## src/rtl/alu_rs_issue.sv

```systemverilog
// ALU reservation station: age-ordered select of ready micro-ops with writeback wakeup.
// Optional ALU_RS_WAKE_BYPASS_EN lets a same-cycle wakeup count toward issue eligibility.
`timescale 1ns/1ps
module alu_rs_issue #(
  parameter int unsigned DEPTH  = 8,
  parameter int unsigned PREG_W = 8
) (
  input  logic              clk,
  input  logic              rst_n,
  input  logic              disp_valid,
  output logic              disp_ready,
  input  logic [68:0]       disp_data,
  input  logic              wake_valid,
  input  logic [PREG_W-1:0] wake_preg,
  output logic              issue_valid,
  input  logic              issue_ready,
  output logic [68:0]       issue_data,
  input  logic              flush,
  output logic [3:0]        occupancy
);

  localparam int unsigned DATA_W   = 69;
  localparam int unsigned TAG_W    = 8;
  localparam int unsigned AGE_W    = 3;
  localparam int unsigned OCC_W    = 4;
  localparam int unsigned IDX_W    = (DEPTH > 1) ? $clog2(DEPTH) : 1;
  localparam int unsigned PR1_LSB  = 46;
  localparam int unsigned PR1R_BIT = 45;
  localparam int unsigned PR2_LSB  = 37;
  localparam int unsigned PR2R_BIT = 36;

  logic [DEPTH-1:0]  valid_q, valid_d;
  logic [DEPTH-1:0]  r1_q, r1_d;
  logic [DEPTH-1:0]  r2_q, r2_d;
  logic [DATA_W-1:0] pay_q [DEPTH];
  logic [DATA_W-1:0] pay_d [DEPTH];
  logic [AGE_W-1:0]  age_q [DEPTH];
  logic [AGE_W-1:0]  age_d [DEPTH];
  logic [OCC_W-1:0]  occ_q, occ_d;

  logic [DEPTH-1:0]  hit1, hit2, elig;
  logic              sel_found, free_found;
  logic [IDX_W-1:0]  sel_idx, free_idx;
  logic [AGE_W-1:0]  sel_age;
  logic [DATA_W-1:0] sel_pay;
  logic [PREG_W-1:0] disp_pr1, disp_pr2;
  logic              disp_rdy1, disp_rdy2;
  logic              disp_fire, issue_fire;
  logic [OCC_W-1:0]  occ_after;

  // Tag match against the writeback broadcast; tag 0 never wakes anything.
  always_comb begin
    hit1 = '0;
    hit2 = '0;
    elig = '0;
    for (int unsigned i = 0; i < DEPTH; i++) begin
      hit1[i] = wake_valid && (wake_preg != '0) &&
                (PREG_W'(pay_q[i][PR1_LSB +: TAG_W]) == wake_preg);
      hit2[i] = wake_valid && (wake_preg != '0) &&
                (PREG_W'(pay_q[i][PR2_LSB +: TAG_W]) == wake_preg);
`ifdef ALU_RS_WAKE_BYPASS_EN
      elig[i] = valid_q[i] && (r1_q[i] || hit1[i]) && (r2_q[i] || hit2[i]);
`else
      elig[i] = valid_q[i] && r1_q[i] && r2_q[i];
`endif
    end
  end

  // Oldest eligible entry and lowest-index free slot.
  always_comb begin
    sel_found  = 1'b0;
    sel_idx    = '0;
    sel_age    = '1;
    free_found = 1'b0;
    free_idx   = '0;
    for (int unsigned i = 0; i < DEPTH; i++) begin
      if (elig[i] && (!sel_found || (age_q[i] < sel_age))) begin
        sel_found = 1'b1;
        sel_idx   = IDX_W'(i);
        sel_age   = age_q[i];
      end
      if (!valid_q[i] && !free_found) begin
        free_found = 1'b1;
        free_idx   = IDX_W'(i);
      end
    end
  end

  always_comb begin
    sel_pay = '0;
    if (sel_found) begin
      sel_pay           = pay_q[sel_idx];
      sel_pay[PR1R_BIT] = 1'b1;
      sel_pay[PR2R_BIT] = 1'b1;
    end
  end

  assign issue_valid = sel_found && !flush;
  assign issue_data  = sel_pay;
  assign disp_ready  = (occ_q < OCC_W'(DEPTH));
  assign occupancy   = occ_q;
  assign issue_fire  = issue_valid && issue_ready;
  assign disp_fire   = disp_valid && disp_ready && !flush && free_found;
  assign occ_after   = occ_q - OCC_W'(issue_fire);

  assign disp_pr1  = PREG_W'(disp_data[PR1_LSB +: TAG_W]);
  assign disp_pr2  = PREG_W'(disp_data[PR2_LSB +: TAG_W]);
  assign disp_rdy1 = disp_data[PR1R_BIT] || (disp_pr1 == '0) ||
                     (wake_valid && (wake_preg == disp_pr1));
  assign disp_rdy2 = disp_data[PR2R_BIT] || (disp_pr2 == '0) ||
                     (wake_valid && (wake_preg == disp_pr2));

  // Next state: flush, then removal with age compaction, then allocation.
  always_comb begin
    valid_d = valid_q;
    r1_d    = r1_q | hit1;
    r2_d    = r2_q | hit2;
    occ_d   = occ_q;
    for (int unsigned i = 0; i < DEPTH; i++) begin
      pay_d[i] = pay_q[i];
      age_d[i] = age_q[i];
    end
    if (flush) begin
      valid_d = '0;
      occ_d   = '0;
      for (int unsigned i = 0; i < DEPTH; i++) age_d[i] = '0;
    end else begin
      if (issue_fire) begin
        valid_d[sel_idx] = 1'b0;
        for (int unsigned i = 0; i < DEPTH; i++) begin
          if (valid_q[i] && (age_q[i] > sel_age)) age_d[i] = age_q[i] - AGE_W'(1);
        end
      end
      if (disp_fire) begin
        valid_d[free_idx] = 1'b1;
        pay_d[free_idx]   = disp_data;
        r1_d[free_idx]    = disp_rdy1;
        r2_d[free_idx]    = disp_rdy2;
        age_d[free_idx]   = AGE_W'(occ_after);
      end
      occ_d = occ_after + OCC_W'(disp_fire);
    end
  end

  always_ff @(posedge clk or negedge rst_n) begin
    if (!rst_n) begin
      valid_q <= '0;
      r1_q    <= '0;
      r2_q    <= '0;
      occ_q   <= '0;
      for (int unsigned i = 0; i < DEPTH; i++) begin
        pay_q[i] <= '0;
        age_q[i] <= '0;
      end
    end else begin
      valid_q <= valid_d;
      r1_q    <= r1_d;
      r2_q    <= r2_d;
      occ_q   <= occ_d;
      for (int unsigned i = 0; i < DEPTH; i++) begin
        pay_q[i] <= pay_d[i];
        age_q[i] <= age_d[i];
      end
    end
  end

endmodule

```

## config.mk

```make
export PLATFORM = sky130hd
export DESIGN_NAME = alu_rs_issue
export DESIGN_NICKNAME = d
export VERILOG_FILES = /design/src/rtl/alu_rs_issue.sv
export SDC_FILE = /design/constraint.sdc
export NUM_CORES = 1
export LEC_CHECK = 0
export BUFFER_PORTS_ARGS = -buffer_cell sky130_fd_sc_hd__clkbuf_2
export CORE_ASPECT_RATIO = 0.7
export CORE_MARGIN = 3
export CORE_UTILIZATION = 45
export CTS_CLUSTER_DIAMETER = 120
export CTS_CLUSTER_SIZE = 14
export DETAILED_ROUTE_END_ITERATION = 12
export GPL_ROUTABILITY_DRIVEN = 0
export SLEW_MARGIN = 15
export SYNTH_ARGS = -nofsm -noshare
export SYNTH_HDL_FRONTEND = slang
export SYNTH_SLANG_ARGS = --single-unit
```

## constraint.sdc

```tcl
create_clock -name clk -period 29.3 [get_ports clk]
set_input_delay 4.395 -clock clk [delete_from_list [all_inputs] [get_ports clk]]
set_output_delay 4.395 -clock clk [all_outputs]
set_load 0.005 [all_outputs]
```

==> summary.txt <==
Critical path
  – Critical Path AT: 15.28 ns
  – Worst r2r src: valid_q[0]
  – Worst setup path startpoint: valid_q[0]
  – CP Capture Type: output pin
  – Worst Path Required: roughly 25 ns
  – Crit Path Category: flop to output pin
  – Crit start category: flop
  – Crit path to: issue_data[38]
  – CP max FO: 71
  – Reg2reg path depth: a little under 60
  – Slowest CP cell: buf_4
  – Flop-to-flop setup slack: roughly 15 ns
  – R2r endpoint: age_q[23]
  – Worst path max stage delay: 0.82 ns

Layout
  – Commonest non-fill, non-tap cells in the layout: 723 x nand2_1, 588 x dfrtp_1, 402 x mux2_2
  – Fill count: 6,010
  – Final core utilization: between 40% and 50%
  – Layout cells sized above 1: between 20% and 30%
  – Most common cell after layout, fill and taps aside: nand2_1
  – Final Non-Filler Cells: between 3k and 4k
  – Synth-to-Final Area Change: 9.21%
  – # nets final: about 3.1k
  – Post-route design area: 33,400 sq um

Synth
  – Synth warn: 0
  – Syn avg cell area: around 10 sq um
  – Distinct cell type count after synthesis: 79
  – Register area share after synthesis: 48.2%
  – Post-synth EDFFs: 0
  – Synthesis-stage register bit count: slightly below 600
  – Syn nets: between 3k and 4k
  – Post-Syn Area: between 30,000 and 40,000 sq um
  – FFs w/ async S/R, synth: 100%
  – Most common flop cell mapped by yosys: dfrtp_1
  – Cells after synthesis: between 2k and 3k

Global route
  – Grt total ovfl: 0
  – Vias in the first global route: 23.8k
  – First-pass GRT wire length: roughly 150,000 microns
  – Initial antenna violation count: 2
  – Largest net degree at the start of global routing: 121
  – Global route hottest layer: met2
  – Routing usage on met1: between 30 and 40%
  – Met2 Use GR: between 40% and 50%
  – GRT met3 Usage: roughly 5.4%
  – Gr usage total: 26.6%

Clocking
  – Clock Latency Late Sink: between 0.6 and 0.7 ns
  – CTS tree: done
  – H-tree levels: 2
  – Number of buffers created by CTS: 47
  – Clock root buffer: clkbuf_16
  – Post-CTS Setup Bufs: 0
  – Clock net sink count: 588
  – Deepest clock path buffer count: 3
  – Clock transition at path regs: approximately 0.07 ns
  – Hold-fix buffers at CTS: 0
  – # resized after CTS: 0

Floorplan
  – Ports: roughly 160
  – Chip Width: approximately 320 microns
  – FP Rows: between 70 and 80
  – Die Y: approximately 220 microns
  – Initial Util: 45.7%
  – Core area: approximately 67,000 sq um
  – Die footprint: just over 70,000 sq um

Timing
  – Min Hold Slack: between 0.4 and 0.5 ns
  – Max Clock Freq: a little over 50 MHz
  – Setup ws final: about 9.6 ns
  – Worst-Margin Slew: 1.18 ns
  – Max Slew Vio Count: 0
  – Hold Fails Final Rpt: 0
  – Final setup violation count: 0
  – Clock skew: between 0.02 and 0.025 ns
  – Rel. slew slack: a little over a fifth
  – Tcrit/Tclk final: 67.1%
  – Fin crit period: approximately 20 ns
  – RSZ-0062 raised after global routing: false
  – Setup tns final: 0 ns

Route
  – TritonRoute pass-1 iters: 7
  – Wire per inst: approximately 25 microns
  – Routed WL: roughly 96,000 microns
  – Vias: around 24k
  – Vias per cell: 6.11
  – Initial DRC Count: 2,528
  – Remaining antenna violation count after routing: 0
  – DRC viols: 0

Job
  – Max_cap viols: 0

Pwr
  – Pwr/cell area: 59.4 nW/um^2
  – Sw Share: 29.4%
  – Clk pwr share: about 30%
  – Sw Pwr: between 0.5 and 0.6 mW
  – Leak: between 15 and 20 nW
  – Total power: 1.98 mW
  – Sequential share of power: a little over 50%
  – Max IR drop VDD: slightly above 0.00004 V
  – Comb power frac: a little under a fifth
  – Internal power: roughly 1.4 mW

Place
  – Cell Area, Placed: about 32,000 sq um
  – Dpl cells: ~3.8k
  – HPWL after DPL: roughly 58,000 microns
  – IO buf count: 157
  – Place WS: roughly 11 ns

Worst hold path
  – Type of the tightest min-delay check: flop to flop

Run status
  – Status: complete, no violations
[state kept, by name (all words and copies together), names as in the netlist]
register,flops
age_q,24
r2_q,8
occupancy,4
r1_q,8
pay_q,536
valid_q,8
[worst min path at each step]
| stage | slack [ns] | from | cells past startpoint | to |
|---|---|---|---|---|
| final | 0.47 | pay_q[311] | 2 | pay_q[311] |
| after global routing | 0.49 | pay_q[342] | 2 | pay_q[342] |
| after CTS | 0.47 | pay_q[295] | 2 | pay_q[295] |
| after detailed placement | 0.46 | pay_q[295] | 2 | pay_q[295] |
| after global placement | 0.45 | pay_q[337] | 2 | pay_q[337] |
| after floorplan | 0.44 | pay_q[276] | 2 | pay_q[276] |
[logic make-up (layout without fill, tap and decap cells)]
kind of cell	after synthesis	in the layout	share of synthesized area [%]
AND/OR/NAND/NOR	1096	1096	15.7
flip-flops	588	588	48.2
multiplexers	471	471	18.2
AO/OA/AOI/OAI	355	355	8.75
buffers and inverters	259	298	3.33
XOR/XNOR	150	150	4.30
adder cells (fa/ha/maj)	38	38	1.53
other	0	2	0
[routing by layer]
metal	wire length (microns)	vias to the layer above
met4	2160	2
li1	-	10400
met3	7990	177
met5	20	-
met2	41900	1019
met1	43500	12100
[cell usage after synthesis (13+ instances only)]
master / n / area [sq um]
nor2_1: 110 / 413
o211ai_1: 34 / 255
mux2_2: 402 / 4530
or3_1: 32 / 200
a21oi_1: 41 / 205
a32oi_1: 41 / 359
o21ai_0: 60 / 300
mux2i_1: 42 / 420
clkbuf_1: 160 / 601
and4_1: 40 / 350
buf_1: 34 / 128
mux4_2: 27 / 608
a31oi_1: 23 / 144
xor2_1: 143 / 1250
nand2_1: 725 / 2720
ha_1: 35 / 438
nor4_1: 41 / 257
a311oi_1: 47 / 412
dfrtp_1: 588 / 14700
nand3_1: 74 / 370
and3_1: 15 / 93.8
buf_2: 13 / 65.1
inv_1: 44 / 165
[critical path: cells and delay by family, from the launching register on]
kind                     cells  cell delay [ns]
AND/OR/NAND/NOR             20             3.64
flip-flops                   1             0.49
buffers and inverters        8             2.84
multiplexers                 3             1.01
AO/OA/AOI/OAI               18             4.72
adder cells (fa/ha/maj)      7             1.87
[area by class of cell]
class	instances	area [sq um]	share of cell area, %
repair buffers	202	1150	3.46
multi-input cells	2110	15000	44.8
clock inverters	1	20.0	0.0600
flip-flops and latches	588	14700	44.1
well taps	891	1110	3.34
clock buffers	49	1230	3.68
inverters	46	173	0.518
diodes	2	5.00	0.0150
[power by group through the flow]
| stage | clock, mW | sequential [mW] | combinational (mW) |
|---|---|---|---|
| after floorplan | 0 | 0.995 | 0.262 |
| after global placement | 0 | 1.02 | 0.363 |
| after detailed placement | 0 | 1.02 | 0.375 |
| after CTS | 0.607 | 1.01 | 0.376 |
| after global routing | 0.634 | 1.02 | 0.414 |
| final | 0.593 | 1.01 | 0.376 |
(Power assumes the default switching activity.)
